<file path="src/rtl/sum_result_fifo_pkg.sv">
// Shared definitions for the adding machine: ALU op codes used upstream,
// plus the default geometry of the sum result FIFO and its drop counter.
package sum_result_fifo_pkg;

    // ALU op codes of the adding machine (used by the upstream stages).
    typedef enum logic [1:0] {
        ALU_ADD  = 2'd0,
        ALU_SUB  = 2'd1,
        ALU_PASS = 2'd2,
        ALU_CLR  = 2'd3
    } alu_op_e;

    // Default FIFO geometry.
    localparam int FIFO_WIDTH  = 32;
    localparam int FIFO_DEPTH  = 4;
    localparam int FIFO_ADDR_W = 2;
    localparam int FIFO_DROP_W = 16;

    // Saturation value of the default-width drop counter.
    localparam logic [FIFO_DROP_W-1:0] DROP_SAT = {FIFO_DROP_W{1'b1}};

endpackage

</file>
<file path="src/rtl/sum_result_fifo_if.sv">
// Stream bus of the sum result FIFO: capture side from the adder, valid/ready
// output side to the consumer, and occupancy/drop status.
interface sum_result_fifo_if
    import sum_result_fifo_pkg::*;
#(
    parameter int WIDTH  = FIFO_WIDTH,
    parameter int ADDR_W = FIFO_ADDR_W,
    parameter int DROP_W = FIFO_DROP_W
) ();

    logic [WIDTH-1:0]  in_data;
    logic              in_valid;
    logic [WIDTH-1:0]  out_data;
    logic              out_valid;
    logic              out_ready;
    logic              full;
    logic              empty;
    logic [ADDR_W:0]   count;
    logic [DROP_W-1:0] drop_count;

    // Environment side: adder output plus consumer ready.
    modport master (
        output in_data, in_valid, out_ready,
        input  out_data, out_valid, full, empty, count, drop_count
    );

    // FIFO side.
    modport slave (
        input  in_data, in_valid, out_ready,
        output out_data, out_valid, full, empty, count, drop_count
    );

endinterface

</file>
<file path="src/rtl/sum_fifo_storage.sv">
// DEPTH x WIDTH register file for the sum FIFO: one synchronous write port,
// one asynchronous read port, asynchronous active-low clear of every entry.
module sum_fifo_storage
    import sum_result_fifo_pkg::*;
#(
    parameter int WIDTH  = FIFO_WIDTH,
    parameter int DEPTH  = FIFO_DEPTH,
    parameter int ADDR_W = FIFO_ADDR_W
) (
    input  logic              clk,
    input  logic              reset,
    input  logic              wr_en,
    input  logic [ADDR_W-1:0] wr_addr,
    input  logic [WIDTH-1:0]  wr_data,
    input  logic [ADDR_W-1:0] rd_addr,
    output logic [WIDTH-1:0]  rd_data
);

    logic [WIDTH-1:0] mem_q [DEPTH];

    // Entry storage: cleared on reset, written on wr_en.
    always_ff @(posedge clk or negedge reset) begin
        if (!reset) begin
            for (int unsigned i = 0; i < DEPTH; i++) begin
                mem_q[i] <= '0;
            end
        end else if (wr_en) begin
            mem_q[wr_addr] <= wr_data;
        end
    end

    assign rd_data = mem_q[rd_addr];

endmodule

</file>
<file path="src/rtl/sum_result_fifo.sv">
// Downstream stage of the adding machine: buffers running sums in a small
// FIFO and streams them out on valid/ready. Samples arriving while full are
// dropped (never stalling the adder) and counted in a saturating counter.
module sum_result_fifo
    import sum_result_fifo_pkg::*;
#(
    parameter int WIDTH  = FIFO_WIDTH,
    parameter int DEPTH  = FIFO_DEPTH,
    parameter int ADDR_W = FIFO_ADDR_W,
    parameter int DROP_W = FIFO_DROP_W
) (
    input  logic             clk,
    input  logic             reset,
    sum_result_fifo_if.slave bus
);

    localparam logic [ADDR_W:0]   CNT_FULL = (ADDR_W + 1)'(DEPTH);
    localparam logic [ADDR_W:0]   CNT_ONE  = (ADDR_W + 1)'(1);
    localparam logic [ADDR_W-1:0] PTR_ONE  = ADDR_W'(1);
    localparam logic [DROP_W-1:0] DROP_ONE = DROP_W'(1);
    localparam logic [DROP_W-1:0] DROP_MAX = '1;

    logic [ADDR_W-1:0] wr_ptr_q, wr_ptr_d;
    logic [ADDR_W-1:0] rd_ptr_q, rd_ptr_d;
    logic [ADDR_W:0]   count_q, count_d;
    logic [DROP_W-1:0] drop_q, drop_d;

    logic full, empty, push, pop, drop;

    // Status is decoded from the registered count only, so nothing on the
    // input side reaches the outputs combinationally.
    assign full  = (count_q == CNT_FULL);
    assign empty = (count_q == '0);
    assign pop   = !empty && bus.out_ready;
    assign push  = bus.in_valid && (!full || pop);
    assign drop  = bus.in_valid && full && !pop;

    sum_fifo_storage #(
        .WIDTH  (WIDTH),
        .DEPTH  (DEPTH),
        .ADDR_W (ADDR_W)
    ) u_storage (
        .clk     (clk),
        .reset   (reset),
        .wr_en   (push),
        .wr_addr (wr_ptr_q),
        .wr_data (bus.in_data),
        .rd_addr (rd_ptr_q),
        .rd_data (bus.out_data)
    );

    // Next-state for pointers, occupancy and the saturating drop counter.
    always_comb begin
        wr_ptr_d = wr_ptr_q;
        rd_ptr_d = rd_ptr_q;
        count_d  = count_q;
        drop_d   = drop_q;
        if (push) wr_ptr_d = wr_ptr_q + PTR_ONE;
        if (pop)  rd_ptr_d = rd_ptr_q + PTR_ONE;
        if (push && !pop)      count_d = count_q + CNT_ONE;
        else if (pop && !push) count_d = count_q - CNT_ONE;
        if (drop && (drop_q != DROP_MAX)) drop_d = drop_q + DROP_ONE;
    end

    // Control registers with asynchronous clear.
    always_ff @(posedge clk or negedge reset) begin
        if (!reset) begin
            wr_ptr_q <= '0;
            rd_ptr_q <= '0;
            count_q  <= '0;
            drop_q   <= '0;
        end else begin
            wr_ptr_q <= wr_ptr_d;
            rd_ptr_q <= rd_ptr_d;
            count_q  <= count_d;
            drop_q   <= drop_d;
        end
    end

    assign bus.out_valid  = !empty;
    assign bus.full       = full;
    assign bus.empty      = empty;
    assign bus.count      = count_q;
    assign bus.drop_count = drop_q;

endmodule

</file>
<file path="src/flat_wrapper.sv">
// flat-port wrapper written by rule: the top's interface ports become plain ports
module sum_result_fifo_flat import sum_result_fifo_pkg::*;
#(
    parameter int WIDTH  = FIFO_WIDTH,
    parameter int DEPTH  = FIFO_DEPTH,
    parameter int ADDR_W = FIFO_ADDR_W,
    parameter int DROP_W = FIFO_DROP_W
)
  (clk, reset, bus_in_data, bus_in_valid, bus_out_ready, bus_out_data, bus_out_valid, bus_full, bus_empty, bus_count, bus_drop_count);
  sum_result_fifo_if #(.WIDTH(WIDTH), .ADDR_W(ADDR_W), .DROP_W(DROP_W)) bus_i ();
  input  logic clk;
  input  logic reset;
  input wire logic [$bits(bus_i.in_data)-1:0] bus_in_data;
  input wire logic [$bits(bus_i.in_valid)-1:0] bus_in_valid;
  input wire logic [$bits(bus_i.out_ready)-1:0] bus_out_ready;
  output wire logic [$bits(bus_i.out_data)-1:0] bus_out_data;
  output wire logic [$bits(bus_i.out_valid)-1:0] bus_out_valid;
  output wire logic [$bits(bus_i.full)-1:0] bus_full;
  output wire logic [$bits(bus_i.empty)-1:0] bus_empty;
  output wire logic [$bits(bus_i.count)-1:0] bus_count;
  output wire logic [$bits(bus_i.drop_count)-1:0] bus_drop_count;
  assign bus_i.in_data = bus_in_data;
  assign bus_i.in_valid = bus_in_valid;
  assign bus_i.out_ready = bus_out_ready;
  assign bus_out_data = bus_i.out_data;
  assign bus_out_valid = bus_i.out_valid;
  assign bus_full = bus_i.full;
  assign bus_empty = bus_i.empty;
  assign bus_count = bus_i.count;
  assign bus_drop_count = bus_i.drop_count;
  sum_result_fifo #(.WIDTH(WIDTH), .DEPTH(DEPTH), .ADDR_W(ADDR_W), .DROP_W(DROP_W)) u_core (.clk(clk), .reset(reset), .bus(bus_i));
endmodule
</file>
<file path="config.mk">
export PLATFORM = sky130hd
export DESIGN_NAME = sum_result_fifo_flat
export DESIGN_NICKNAME = d
export VERILOG_FILES = /design/src/rtl/sum_result_fifo_pkg.sv /design/src/rtl/sum_result_fifo_if.sv /design/src/rtl/sum_fifo_storage.sv /design/src/rtl/sum_result_fifo.sv /design/src/flat_wrapper.sv
export SDC_FILE = /design/constraint.sdc
export NUM_CORES = 1
export LEC_CHECK = 0
export CORE_MARGIN = 2
export CORE_UTILIZATION = 54
export CTS_CLUSTER_DIAMETER = 40
export CTS_CLUSTER_SIZE = 10
export DETAILED_ROUTE_END_ITERATION = 8
export GPL_ROUTABILITY_DRIVEN = 0
export GPL_TIMING_DRIVEN = 0
export PLACE_DENSITY = 0.9
export SLEW_MARGIN = 15
export SYNTH_ARGS = -nofsm -noshare
export SYNTH_HDL_FRONTEND = slang
export SYNTH_SLANG_ARGS = --single-unit
</file>
<file path="constraint.sdc">
create_clock -name clk -period 2.4 [get_ports clk]
set_input_delay 0.48 -clock clk [delete_from_list [all_inputs] [get_ports clk]]
set_output_delay 0.48 -clock clk [all_outputs]
set_load 0.01 [all_outputs]
</file>
**After elaboration in Yosys (flattened, before gate mapping)**

Index checks and enable logic that the tools add are counted.

- Add/subtract/negate cells: 5
- $lt $le $gt $ge: 3
- Equality and inequality tests: 2
- Mux-type cells: 8
- Bitwise logic cells: 2
- Reductions and logical operators: 15

Operator list:

| operator | number |
|---|---|
| $bwmux W128 | 1 |
| $mux W32 | 3 |
| $bmux W32 S2 | 1 |
| $demux W32 S2 | 1 |
| $add A16 B1 Y16 const B | 1 |
| $ne A16 B16 Y1 const B | 1 |
| $logic_and A1 B1 Y1 | 8 |
| $ge A3 B3 Y1 const B | 2 |
| $mux W3 | 2 |
| $not A2 Y3 | 2 |
| $add A2 B1 Y2 const B | 2 |
| $logic_not A1 Y1 | 4 |
| $add A3 B1 Y3 const B | 1 |
| $eq A3 B3 Y1 const B | 1 |
| $logic_not A3 Y1 | 1 |
| $lt A3 B1 Y1 const B | 1 |
| $sub A3 B1 Y3 const B | 1 |
| $reduce_bool A2 Y1 | 1 |
| $logic_or A1 B1 Y1 | 1 |

- Bits in registers: 151
- Input port bits: 36
- Output and inout bits: 54
- Word-level logic and storage cells: 43

**Depth between registers and ports, before layout**

- Word-level depth: 9
- Gate-level depth with buffers: 9
- Gate-level depth less buffers: 8

**Cells and area by module**

From an unflattened synthesis, not the netlist that was laid out.

- Cell total of the unflattened synthesis: 410
- Area, all modules: 6618.8 um^2

Modules (own cells, without submodules):

| module | times used | cells each | area an instance (um^2) | sequential area each (um^2) |
|---|---|---|---|---|
| sum_fifo_storage | 1 | 311 | 5504.0 | 3203.1 |
| sum_result_fifo | 1 | 99 | 1114.8 | 575.6 |

**Worst setup path before layout**

Ideal clock, no wire load.

- Path type: flip-flop to flip-flop
- Start point: register u_core.count_q[1] (netlist: u_core.bus.count[1])
- End point: register u_core.count_q[2] (netlist: u_core.bus.count[2])
- Setup time: 0.079 ns
- Arrival time: 2.051 ns
- Required time: 2.321 ns
- Slack: 0.270 ns
- Cell stages (with the launch flop): 9
- Path buffers: 0
- Period minus slack after synthesis: 2.130 ns
- Path through: dfrtp_1 > or3_1 > nand2_1 > ha_1 > inv_1 > fa_1 > xor2_1 > nor2_1 > xor2_1

- Longest elaborated chain between the ends: 8
- Elaborated cells between the ends (all ways): 16
- Classes of those cells: 2 x add/sub; 1 x eq/ne; 2 x mux; 11 x reduce/logical

Ends and longest elaborated chain:

| what | RTL line | source |
|---|---|---|
| from (decl) | sum_result_fifo.sv:25 | `logic [ADDR_W:0] count_q, count_d;` |
| from (signal assigned) | sum_result_fifo.sv:75 | `count_q <= count_d;` |
| $logic_not A3 Y1 (*) | sum_result_fifo.sv:33 | `assign empty = (count_q == '0);` |
| $logic_not A1 Y1 (*) | n/a |  |
| net bus_out_valid | flat_wrapper.sv:17 | `output wire logic [$bits(bus_i.out_valid)-1:0] bus_out_valid;` |
| $logic_and A1 B1 Y1 (*) | sum_result_fifo.sv:34 | `assign pop = !empty && bus.out_ready;` |
| $logic_or A1 B1 Y1 | sum_result_fifo.sv:35 | `assign push = bus.in_valid && (!full \|\| pop);` |
| $logic_and A1 B1 Y1 | sum_result_fifo.sv:35 |  |
| $logic_not A1 Y1 | sum_result_fifo.sv:61 | `else if (pop && !push) count_d = count_q - CNT_ONE;` |
| $logic_and A1 B1 Y1 | sum_result_fifo.sv:61 |  |
| $reduce_bool A2 Y1 (no source line) | n/a |  |

Mark *: on every way through the listed nets, which the timed path passes. The rest lies on a longest branch. The select of a mux whose other input is x is not followed.
A chain may end at the register's enable or synchronous reset.

**Final worst setup path**

- Start point: register u_core.rd_ptr_q[0]
- End point: output port bus_out_data[26]

- Longest elaborated chain between the ends: 4

Ends and longest elaborated chain:

| what | RTL line | source |
|---|---|---|
| from (decl) | sum_result_fifo.sv:24 | `logic [ADDR_W-1:0] rd_ptr_q, rd_ptr_d;` |
| from (signal assigned) | sum_result_fifo.sv:74 | `rd_ptr_q <= rd_ptr_d;` |
| $not A2 Y3 (implied by the code) | sum_fifo_storage.sv:32 | `assign rd_data = mem_q[rd_addr];` |
| $bmux W32 S2 | sum_fifo_storage.sv:32 |  |
| $mux W32 (implied by the code) (2 in series) | sum_fifo_storage.sv:32 |  |
| to (decl) | flat_wrapper.sv:16 | `output wire logic [$bits(bus_i.out_data)-1:0] bus_out_data;` |

No other way between the ends. The select of a mux whose other input is x is not followed.

==> impl_results.md <==
- First-pass GRT wire length: about 22000 um
- Place WS: -0.2376 ns
- CTS sink count: 151
- Die Ht: 115.8 um
- Row Count: 40
- Clk_lat worst skew: 0.41 ns
- Leakage power: 3.757 nW
- Antenna cells: 0
- Seq. cell area: about 3800 um^2
- Gate Count Post-Synth: approximately 420
- Nets: 576
- RR Endpoint: u_core.bus.count[1]
- #FFs+latches synth: between 150 and 200
- Largest net degree at the start of global routing: 85
- FF-to-FF Start: u_core.bus.count[1]
- Total GRT Usage: 0.2197
- Routed wire per std cell: 18.87 um
- Setup Crit Path Kind: reg -> out
- Final instance area: 8538 um^2
- CTS max path bufs: 2
- Final setup vio count: 0
- Synthesized area per cell: between 15 and 20 um^2
- Syn nets: 459
- Final Cycle Share: 0.9783
- Hold WS: 0.01106 ns
- Yosys cell types: 34
- PnR worst setup slack: about 0.052 ns
- Fraction of layout cells with a size suffix above 1: 0.4162
- Comb pwr share: 0.423
- Register share of total power: 0.372
- Synth Cell Area: between 6000 and 7000 um^2
- Total congestion overflow: 0
- Sw frac: 0.2953
- Worst Path Required: 1.92 ns
- Core area: 12110 um^2
- Initial Util: 0.5571
- Critical Path End: bus_out_data[26]
- Peak VDD IR: 0.8146 mV
- Worst Max-Slew Pin Slew: 0.5971 ns
- CP Launch Type: register
- Pwr dens: 1387 nW/um^2
- Placed cell area: 7881 um^2
- Critical Path Source: u_core.rd_ptr_q[0]
- Initial antenna violation count: 0
- Clock-pin slew on the worst setup and hold paths: approximately 0.050 ns
- R2R cell count: 7
- Maxcap violations: 0
- Via density: about 5.6
- I/O Pins: 90
- H-tree depth reported by CTS: 4
- Fin. Hold Viols: 0
- Critical Path Fanout Max: 9
- Tmin final: 2.348 ns
- Port Buffer Count: 89
- Vias: 4000
- Pint: about 8.3 mW
- Sw Pwr: 3.497 mW
- Post-DP HPWL: 8932 um
- Ys async rst share: 1.000
- Achievable clock frequency: around 430 MHz
- Post-synthesis sequential area ratio: 0.5600
- Worst Path Arrival: 1.87 ns
- Worst min path class: in -> async
- Main flop type after synthesis: dfrtp_1
- Post-CTS Hold Fix Bufs: 0
- Status: complete, no violations
- EDFF count, synth: 0
- CTS Buf Count: 17
- FF-to-FF setup slack: 0.21 ns
- CTS tree: done
- DRT iter0 DRCs: 190
- Clock Tree Root: clkbuf_16
- Drc violations: 0
- Antenna-violating nets left: 0
- Setup crit end kind: output port
- Clock share of power: 0.206
- Vias in the first global route: 4371
- Final Skew: roughly 0.0037 ns
- Fillers: between 800 and 900
- Routed wire length: between 10000 and 15000 um
- Multi-input logic area: 2818 um^2
- Die Wd: 115.8 um
- Relative slew slack: 0.5989
- Synth-to-Final Area Change: 26.53%
- DIE AREA: 13410 um^2
- Max-slew violation count: 0
- DR pass1 iterations: 4
- Synth warn: 0
cell type report:
type / instances / area share
Timing Repair Buffer: 99 / 0.1125
Clock buffer: 25 / 0.05803
Sequential cell: 151 / 0.4428
Inverter: 4 / 0.001758
Clock inverter: 4 / 0.005275
Tap cell: 168 / 0.02462
Multi-Input combinational cell: 240 / 0.3300
Buffer: 20 / 0.02491
sequential cells by signal, summed over array words and instances, names as in the netlist:
signal	count
u_core.wr_ptr_q	2
u_core.u_storage.mem_q	128
u_core.rd_ptr_q	2
u_core.bus.count	3
u_core.bus.drop_count	16
worst max-delay path, stage by stage, from the launching register on:
cell	delay, ns
dfrtp_1	0.33
buf_6	0.15
buf_12	0.15
mux4_2	0.51
dlygate4sd2_1	0.31
routing by layer:
metal,global-route usage,up-vias,wire [um]
met5,0,-,0
met4,0.07937,0,162
met3,0.05178,12,662
met2,0.3657,105,6867
met1,0.2856,2101,5727
li1,-,1782,-
logic make-up (layout without fill, tap and decap cells):
logic type	after synthesis	in the layout	share of synthesized area
compound gates	1	1	0.0007410
xor+xnor	20	20	0.02596
fa+ha+maj	7	7	0.01409
buf+inv	25	152	0.02318
flops	151	151	0.5600
mux	163	163	0.3260
simple gates	49	49	0.05007
cell usage in the layout, fill, tap and decap left out, types with 3 or more instances in the layout:
| cell | netlist | final |
|---|---|---|
| buf_6 | 3 | 5 |
| mux4_2 | 32 | 32 |
| xnor2_1 | 4 | 4 |
| ha_1 | 6 | 6 |
| nor3_1 | 4 | 4 |
| dfrtp_1 | 151 | 149 |
| nor4_1 | 7 | 7 |
| clkbuf_16 | 0 | 17 |
| nor3b_1 | 3 | 3 |
| clkbuf_1 | 4 | 4 |
| dlygate4sd2_1 | 0 | 21 |
| clkbuf_8 | 0 | 6 |
| clkinv_2 | 0 | 3 |
| clkdlybuf4s50_1 | 0 | 55 |
| nand2_2 | 5 | 5 |
| buf_4 | 9 | 17 |
| buf_12 | 0 | 3 |
| clkdlybuf4s15_1 | 0 | 9 |
| buf_2 | 5 | 3 |
| nand2_1 | 6 | 6 |
| nand3_1 | 7 | 7 |
| mux2_1 | 8 | 8 |
| xor2_1 | 16 | 16 |
| inv_1 | 4 | 4 |
| mux2_2 | 122 | 122 |
cell usage after synthesis (2+ instances only):
| master | n | area [um^2] |
|---|---|---|
| ha_1 | 6 | 75.07 |
| nand2_1 | 6 | 22.52 |
| xnor2_1 | 4 | 35.03 |
| nor4_1 | 7 | 43.79 |
| buf_2 | 5 | 25.02 |
| nand3_1 | 7 | 35.03 |
| nand4_1 | 2 | 12.51 |
| buf_6 | 3 | 33.78 |
| buf_4 | 9 | 67.56 |
| xor2_1 | 16 | 140.1 |
| and3_1 | 2 | 12.51 |
| nor2_1 | 2 | 7.510 |
| dfrtp_1 | 151 | 3779 |
| mux4_2 | 32 | 720.7 |
| nor4b_1 | 2 | 17.52 |
| nor3b_1 | 3 | 22.52 |
| nor3_1 | 4 | 20.02 |
| clkbuf_1 | 4 | 15.01 |
| mux2_2 | 122 | 1374 |
| inv_1 | 4 | 15.01 |
| nand2_2 | 5 | 31.28 |
| mux2_1 | 8 | 90.09 |
through the flow:
stage	utilization	TNS (ns)	total power [mW]	instances
global placement	0.6480	-720.95	9.312	673
global route	0.7050	-0.001967	12.53	711
CTS	0.6998	0	11.84	705
floorplan	-	0	7.479	416
finish	0.7050	0	11.84	711
detailed placement	0.6507	-6.828	9.588	674
worst min-delay path by stage:
stage / endpoint / from / slack [ns]
finish: u_core.u_storage.mem_q[56] / reset / 0.01
global route: u_core.u_storage.mem_q[121] / reset / 0.06
CTS: u_core.u_storage.mem_q[56] / reset / 0.03
detailed placement: u_core.u_storage.mem_q[56] / reset / 0.47
global placement: u_core.u_storage.mem_q[25] / u_core.u_storage.mem_q[25] / 0.47
floorplan: u_core.bus.count[0] / reset / 0.18
repair_timing:
item | CTS | global route
setup buffers | 3 | 6
setup endpoints to repair | 33 | 16
gates resized for setup | 63 | 11
power groups by stage:
stage | Sequential (mW) | Clock [mW] | Combinational [mW]
after detailed placement | 4.42 | 0 | 5.17
after global routing | 4.54 | 2.60 | 5.39
final | 4.40 | 2.43 | 5.01
after global placement | 4.29 | 0 | 5.03
after CTS | 4.40 | 2.49 | 4.95
after floorplan | 4.20 | 0 | 3.27
No activity file was read; power rests on OpenSTA's default activity.
